[src/rtl/multi_score_counter_pkg.sv]
// Shared constants, types and the bounded-step helper for the score counters.
// No ports; imported by the channel, top and interface users.
package scoreboard_pkg;

    localparam int SCORE_BW  = 7;
    localparam int SCORE_MAX = 99;

    // Bound handling mode, driven directly from wrap_en_i
    localparam logic MODE_SAT  = 1'b0;
    localparam logic MODE_WRAP = 1'b1;

    localparam logic DIR_UP   = 1'b0;
    localparam logic DIR_DOWN = 1'b1;

    // Per-channel action after priority resolution
    typedef enum logic [1:0] {
        ACT_HOLD = 2'd0,
        ACT_CLR  = 2'd1,
        ACT_UP   = 2'd2,
        ACT_DOWN = 2'd3
    } act_e;

    typedef struct packed {
        logic [31:0] nxt;
        logic        evt;
    } bound_res_t;

    // Next bounded value. Arithmetic is carried at 32 bits, which is wider
    // than any legal BW+1, so val+s never overflows before the bound test.
    function automatic bound_res_t bound_step(
        input logic [31:0] val,
        input logic [31:0] s,
        input logic        dir,
        input logic        mode,
        input logic [31:0] max_v
    );
        bound_res_t  r;
        logic [31:0] sum;
        r.nxt = val;
        r.evt = 1'b0;
        sum   = val + s;
        if (dir == DIR_UP) begin
            if (sum <= max_v) begin
                r.nxt = sum;
            end else begin
                r.evt = 1'b1;
                r.nxt = (mode == MODE_WRAP) ? sum - (max_v + 32'd1) : max_v;
            end
        end else begin
            if (val >= s) begin
                r.nxt = val - s;
            end else begin
                r.evt = 1'b1;
                r.nxt = (mode == MODE_WRAP) ? val + (max_v + 32'd1) - s
                                            : 32'd0;
            end
        end
        return r;
    endfunction

endpackage

[src/rtl/multi_score_counter_if.sv]
// Request/status bundle between the button front end and the counter bank.
// master: drives up/down/clr/wrap/step, reads values and flags; slave: the bank.
interface multi_score_counter_if #(
    parameter int NUM_CH = 2,
    parameter int BW     = 7,
    parameter int STEP_W = 1
);
    logic [NUM_CH-1:0]    up_i;
    logic [NUM_CH-1:0]    down_i;
    logic [NUM_CH-1:0]    clr_i;
    logic                 wrap_en_i;
    logic [STEP_W-1:0]    step_i;
    logic [NUM_CH*BW-1:0] counter_val_o;
    logic [NUM_CH-1:0]    at_max_o;
    logic [NUM_CH-1:0]    at_min_o;
    logic [NUM_CH-1:0]    limit_evt_o;

    modport master (
        output up_i, down_i, clr_i, wrap_en_i, step_i,
        input  counter_val_o, at_max_o, at_min_o, limit_evt_o
    );

    modport slave (
        input  up_i, down_i, clr_i, wrap_en_i, step_i,
        output counter_val_o, at_max_o, at_min_o, limit_evt_o
    );
endinterface

[src/rtl/multi_score_counter_score_channel.sv]
// One bounded up/down score counter with rising-edge detect and clear.
// Ports: clk_i, rst_i, up_i, down_i, clr_i, wrap_en_i, step_i -> val_o, evt_o.
module score_channel
    import scoreboard_pkg::*;
#(
    parameter int BW      = SCORE_BW,
    parameter int MAX_VAL = SCORE_MAX,
    parameter int STEP_W  = 1
) (
    input  logic              clk_i,
    input  logic              rst_i,
    input  logic              up_i,
    input  logic              down_i,
    input  logic              clr_i,
    input  logic              wrap_en_i,
    input  logic [STEP_W-1:0] step_i,
    output logic [BW-1:0]     val_o,
    output logic              evt_o
);

    logic [BW-1:0]     val_q, val_d;
    logic              evt_q, evt_d;
    logic              up_q, down_q;
    logic              up_rise, down_rise;
    logic [STEP_W-1:0] s;
    act_e              act;
    logic [31:0]       nxt_w;
    logic              evt_w;

    assign up_rise   = up_i & ~up_q;
    assign down_rise = down_i & ~down_q;

    // Priority: clear, then opposing edges cancel, then single direction
    always_comb begin
        act = ACT_HOLD;
        if (clr_i) begin
            act = ACT_CLR;
        end else if (up_rise && !down_rise) begin
            act = ACT_UP;
        end else if (down_rise && !up_rise) begin
            act = ACT_DOWN;
        end
    end

    always_comb begin
        s = (step_i == '0) ? STEP_W'(1) : step_i;
        {nxt_w, evt_w} = bound_step(
            32'(val_q),
            32'(s),
            (act == ACT_DOWN) ? DIR_DOWN : DIR_UP,
            wrap_en_i ? MODE_WRAP : MODE_SAT,
            32'(MAX_VAL)
        );
    end

    // Result never exceeds MAX_VAL, so the upper bits are always zero
    wire unused_nxt_hi = ^nxt_w[31:BW];

    always_comb begin
        val_d = val_q;
        evt_d = 1'b0;
        unique case (act)
            ACT_HOLD: begin
                val_d = val_q;
            end
            ACT_CLR: begin
                val_d = '0;
            end
            ACT_UP, ACT_DOWN: begin
                val_d = nxt_w[BW-1:0];
                evt_d = evt_w;
            end
            default: begin
                val_d = val_q;
            end
        endcase
    end

    // Edge history updates even during clear so a clear swallows the edge
    always_ff @(posedge clk_i) begin
        if (rst_i) begin
            val_q  <= '0;
            evt_q  <= 1'b0;
            up_q   <= 1'b0;
            down_q <= 1'b0;
        end else begin
            val_q  <= val_d;
            evt_q  <= evt_d;
            up_q   <= up_i;
            down_q <= down_i;
        end
    end

    assign val_o = val_q;
    assign evt_o = evt_q;

endmodule

[src/rtl/multi_score_counter.sv]
// Bank of NUM_CH independent bounded score counters for the scoreboard.
// Ports: clk_i, rst_i, bus (slave): up/down/clr/wrap/step in; values and flags out.
module multi_score_counter
    import scoreboard_pkg::*;
#(
    parameter int NUM_CH  = 2,
    parameter int BW      = SCORE_BW,
    parameter int MAX_VAL = SCORE_MAX,
    parameter int STEP_W  = 1
) (
    input logic                 clk_i,
    input logic                 rst_i,
    multi_score_counter_if.slave bus
);

    if (MAX_VAL >= (1 << BW)) begin : g_bad_max
        $error("MAX_VAL does not fit in BW bits");
    end

    logic [NUM_CH*BW-1:0] val_pk;
    logic [NUM_CH-1:0]    max_pk;
    logic [NUM_CH-1:0]    min_pk;
    logic [NUM_CH-1:0]    evt_pk;

    for (genvar k = 0; k < NUM_CH; k++) begin : g_ch
        logic [BW-1:0] val;
        logic          evt;

        score_channel #(
            .BW      (BW),
            .MAX_VAL (MAX_VAL),
            .STEP_W  (STEP_W)
        ) u_ch (
            .clk_i     (clk_i),
            .rst_i     (rst_i),
            .up_i      (bus.up_i[k]),
            .down_i    (bus.down_i[k]),
            .clr_i     (bus.clr_i[k]),
            .wrap_en_i (bus.wrap_en_i),
            .step_i    (bus.step_i),
            .val_o     (val),
            .evt_o     (evt)
        );

        assign val_pk[k*BW +: BW] = val;
        assign max_pk[k]          = (val == BW'(MAX_VAL));
        assign min_pk[k]          = (val == '0);
        assign evt_pk[k]          = evt;
    end

    assign bus.counter_val_o = val_pk;
    assign bus.at_max_o      = max_pk;
    assign bus.at_min_o      = min_pk;
    assign bus.limit_evt_o   = evt_pk;

endmodule

[src/flat_wrapper.sv]
// flat-port wrapper written by rule: the top's interface ports become plain ports
module multi_score_counter_flat import scoreboard_pkg::*;
#(
    parameter int NUM_CH  = 2,
    parameter int BW      = SCORE_BW,
    parameter int MAX_VAL = SCORE_MAX,
    parameter int STEP_W  = 1
)
  (clk_i, rst_i, bus_up_i, bus_down_i, bus_clr_i, bus_wrap_en_i, bus_step_i, bus_counter_val_o, bus_at_max_o, bus_at_min_o, bus_limit_evt_o);
  multi_score_counter_if #(.NUM_CH(NUM_CH), .BW(BW), .STEP_W(STEP_W)) bus_i ();
  input logic clk_i;
  input logic rst_i;
  input wire logic [$bits(bus_i.up_i)-1:0] bus_up_i;
  input wire logic [$bits(bus_i.down_i)-1:0] bus_down_i;
  input wire logic [$bits(bus_i.clr_i)-1:0] bus_clr_i;
  input wire logic [$bits(bus_i.wrap_en_i)-1:0] bus_wrap_en_i;
  input wire logic [$bits(bus_i.step_i)-1:0] bus_step_i;
  output wire logic [$bits(bus_i.counter_val_o)-1:0] bus_counter_val_o;
  output wire logic [$bits(bus_i.at_max_o)-1:0] bus_at_max_o;
  output wire logic [$bits(bus_i.at_min_o)-1:0] bus_at_min_o;
  output wire logic [$bits(bus_i.limit_evt_o)-1:0] bus_limit_evt_o;
  assign bus_i.up_i = bus_up_i;
  assign bus_i.down_i = bus_down_i;
  assign bus_i.clr_i = bus_clr_i;
  assign bus_i.wrap_en_i = bus_wrap_en_i;
  assign bus_i.step_i = bus_step_i;
  assign bus_counter_val_o = bus_i.counter_val_o;
  assign bus_at_max_o = bus_i.at_max_o;
  assign bus_at_min_o = bus_i.at_min_o;
  assign bus_limit_evt_o = bus_i.limit_evt_o;
  multi_score_counter #(.NUM_CH(NUM_CH), .BW(BW), .MAX_VAL(MAX_VAL), .STEP_W(STEP_W)) u_core (.clk_i(clk_i), .rst_i(rst_i), .bus(bus_i));
endmodule
[config.mk]
export PLATFORM = sky130hd
export DESIGN_NAME = multi_score_counter_flat
export DESIGN_NICKNAME = d
export VERILOG_FILES = /design/src/rtl/multi_score_counter_pkg.sv /design/src/rtl/multi_score_counter_if.sv /design/src/rtl/multi_score_counter_score_channel.sv /design/src/rtl/multi_score_counter.sv /design/src/flat_wrapper.sv
export SDC_FILE = /design/constraint.sdc
export NUM_CORES = 1
export LEC_CHECK = 0
export BUFFER_PORTS_ARGS = -buffer_cell sky130_fd_sc_hd__buf_2
export CAP_MARGIN = 40
export CELL_PAD_IN_SITES_DETAIL_PLACEMENT = 1
export CELL_PAD_IN_SITES_GLOBAL_PLACEMENT = 2
export CORE_MARGIN = 2
export CORE_UTILIZATION = 34
export DETAILED_ROUTE_END_ITERATION = 12
export PLACE_DENSITY_LB_ADDON = 0.15
export SETUP_SLACK_MARGIN = 0.05
export SYNTH_ARGS = -nofsm -noshare
export SYNTH_HDL_FRONTEND = slang
export SYNTH_SLANG_ARGS = --single-unit
[constraint.sdc]
create_clock -name clk_i -period 3.5 [get_ports clk_i]
set_clock_uncertainty 0.2 [all_clocks]
set_input_delay 0.525 -clock clk_i [delete_from_list [all_inputs] [get_ports clk_i]]
set_output_delay 0.525 -clock clk_i [all_outputs]
set_load 0.05 [all_outputs]
==> impl_metrics.tcl <==
set metrics [dict create \
    drtAntennaViolNets 0 \
    synth.top_cells.by_area "dfxtp_1 (19%), ha_1 (7.0%), o21ai_0 (5.1%), nand2_1 (4.4%), a21oi_1 (3.5%)" \
    antenna_found_initial 0 \
    setup_viol 0 \
    ir_drop_mv 0.1500 \
    synth_area_per_cell_um2 7.700 \
    dieArea_um2 6971 \
    tightest_slew_ns 0.7262 \
    layout_min_cycle_time_ns 2.947 \
    overflow 0 \
    p_leak_nw 0.9859 \
    gp_congestion 0.8126 \
    routed-via-count 2158 \
    rsz0062_at_grt "false" \
    synth_common_cells "nand2_1 (25), o21ai_0 (22), dfxtp_1 (20)" \
    yosysUniqueCellTypes 69 \
    hold_viol_final 0 \
    synth.most_common_cell "nand2_1" \
    drtPass1Iterations 4 \
    nNetsFinal 319 \
    detailed_place_hpwl_mm 5.037 \
    htree_levels 1 \
    maxCapViolCount 0 \
    syn_nets 301 \
    via_per_inst 5.817 \
    diodes 0 \
    syn_area_um2 2148 \
    pin_count 30 \
    clockBufferDepth 2 \
    netlist.area_leader.share 0.1864 \
    routed_wl_mm 6.899 \
    drc 0 \
    placementRows 28 \
    clk_latency_ns 0.26 \
    hold_buffers 0 \
    grt_pass1_vias 2094 \
    area_growth_pct 10.83 \
    cts_made_buffers 3 \
    cts_setup_buffers 0 \
    slew-limit-headroom 0.5108 \
    synth_seq_area_share 0.1864 \
    wl_per_cell_um 18.60 \
    p_total_mw 0.7574 \
    cp_max_fo 6 \
    yosys_warnings 0 \
    root_buffer "clkbuf_8" \
    cts_tree "done" \
    timing.setup.critical_path_class "flip-flop to flip-flop" \
    power_density_nw_per_um2 318.1 \
    min_path_type "input port to flip-flop" \
    ys_ff_latch 20 \
    multi_input_area_um2 1598 \
    status "complete, no violations" \
    critPathArrivalTime_ns 2.92 \
    grt_start_max_net_pins 20 \
    timing.hold.ws_ns 0.2755 \
    clkTransAtPathRegs_ns 0.08 \
    critPathRequiredTime_ns 3.48 \
    cts_sinks 20 \
    cts_resized 0 \
    n_fill_cell 767 \
    end_kind "flip-flop" \
    die_h_um 83.49 \
    fmax_mhz 339.4 \
    synthFlopType "dfxtp_1" \
    drive_above_1_share 0.2128 \
    regArea_um2 400.4 \
    die_w_um 83.49 \
    initial_core_util 0.3565 \
    setup_tns_ns 0 \
    dp.cells 367 \
    synth_edf_count 0 \
    grt_usage 0.2008 \
    synthCells 279 \
    grt_pass1_wl_mm 11.52 \
    async_flop_share 0 \
    post-route-util 0.3951 \
    core_area_um2 6026 \
    port_buffers 28 \
    r2r_cells 10 \
    finalCritPeriodShare 0.8419 \
    drt_iter0_markers 104 \
    synth_top_area_cell "dfxtp_1" \
    drv_slew 0 \
    critPathLaunchType "flip-flop" \
    hold_depth 2 \
    fin_cells 371 \
]
-- per-stage QoR --
stage | setup slack [ns] | area [µm²]
2_1_floorplan | 0.6499 | 2148
3_3_place_gp | 0.5883 | 2326
3_5_place_dp | 0.5520 | 2326
4_1_cts | 0.5480 | 2381
5_1_grt | 0.3139 | 2381
6_report | 0.5534 | 2381
-- flip-flops by register name, summed over array words and instances, names as in the netlist --
name                     flops
u_core.g_ch.u_ch.val_o      14
u_core.g_ch.u_ch.evt_o       2
u_core.g_ch.u_ch.up_q        2
u_core.g_ch.u_ch.down_q      2
-- worst max-delay path: stages, from the launching register on --
cell and delay (ns):
dfxtp_1 0.38, ha_1 0.32, xor2_1 0.30, inv_1 0.10
ha_1 0.30, nor2_1 0.12, a21oi_1 0.05, a31oi_1 0.42
a2bb2oi_4 0.28, nor2_2 0.12, a311oi_2 0.27
-- cells by family (layout without fill, tap and decap cells) --
family / count (synthesis) / in the layout / share of synthesized area
buf+inv: 32 / 49 / 0.06988
fa+ha+maj: 12 / 12 / 0.06989
mux: 2 / 2 / 0.009319
simple gates: 111 / 111 / 0.2930
xor+xnor: 11 / 11 / 0.04485
compound gates: 91 / 91 / 0.3267
flops: 20 / 20 / 0.1864
-- layout make-up --
| cell class | count | area share |
|---|---|---|
| multi-input cells | 227 | 0.6710 |
| repair buffers | 36 | 0.08408 |
| clock buffers | 4 | 0.02312 |
| flip-flops and latches | 20 | 0.1682 |
| inverters | 9 | 0.01419 |
| well taps | 75 | 0.03941 |
-- per-layer routing --
| layer | part of all wire | up-vias | track usage | wire length [µm] |
|---|---|---|---|---|
| li1 | - | 1074 | - | - |
| met1 | 0.54 | 1042 | 0.3178 | 3759 |
| met2 | 0.42 | 40 | 0.2925 | 2878 |
| met3 | 0.034 | 2 | 0.02967 | 233 |
| met4 | 0.0039 | 0 | 0.02199 | 27 |
| met5 | 0 | - | 0 | 0 |
-- power breakdown --
| part | switching [mW] | total [mW] | internal [mW] | leakage, nW |
|---|---|---|---|---|
| logic | 0.198 | 0.303 | 0.105 | 0.794 |
| registers | 0.0318 | 0.270 | 0.238 | 0.163 |
| clock network | 0.0843 | 0.185 | 0.100 | 0.0288 |
| total | 0.314 | 0.757 | 0.443 | 0.986 |
-- final timing paths --
check / startpoint / endpoint / slack (ns)
min: bus_down_i[0] / u_core.g_ch[0].u_ch.down_q / 0.28
min reg2reg: u_core.g_ch[1].u_ch.val_o[4] / u_core.g_ch[1].u_ch.val_o[4] / 0.46
max: u_core.g_ch[0].u_ch.val_o[1] / u_core.g_ch[0].u_ch.val_o[3] / 0.55
max reg2reg: u_core.g_ch[0].u_ch.val_o[1] / u_core.g_ch[0].u_ch.val_o[3] / 0.55
-- layout by cell type (no fill, tap or decap), types with 3 or more instances in the layout --
| cell type | count |
|---|---|
| nand2b_1 | 4 |
| nand3_1 | 13 |
| buf_2 | 28 |
| dfxtp_1 | 20 |
| o21ai_1 | 3 |
| buf_4 | 8 |
| o211ai_1 | 8 |
| nand2_1 | 25 |
| and4_1 | 3 |
| clkbuf_8 | 4 |
| o21ai_0 | 22 |
| o21bai_1 | 3 |
| xor2_1 | 8 |
| inv_1 | 8 |
| or3_1 | 6 |
| nor3_1 | 14 |
| nor2_1 | 16 |
| ha_1 | 12 |
| xnor2_1 | 3 |
| nor2b_1 | 6 |
| a21oi_1 | 15 |
| a31oi_1 | 4 |
Note: power is estimated with default switching activity, not from simulation.
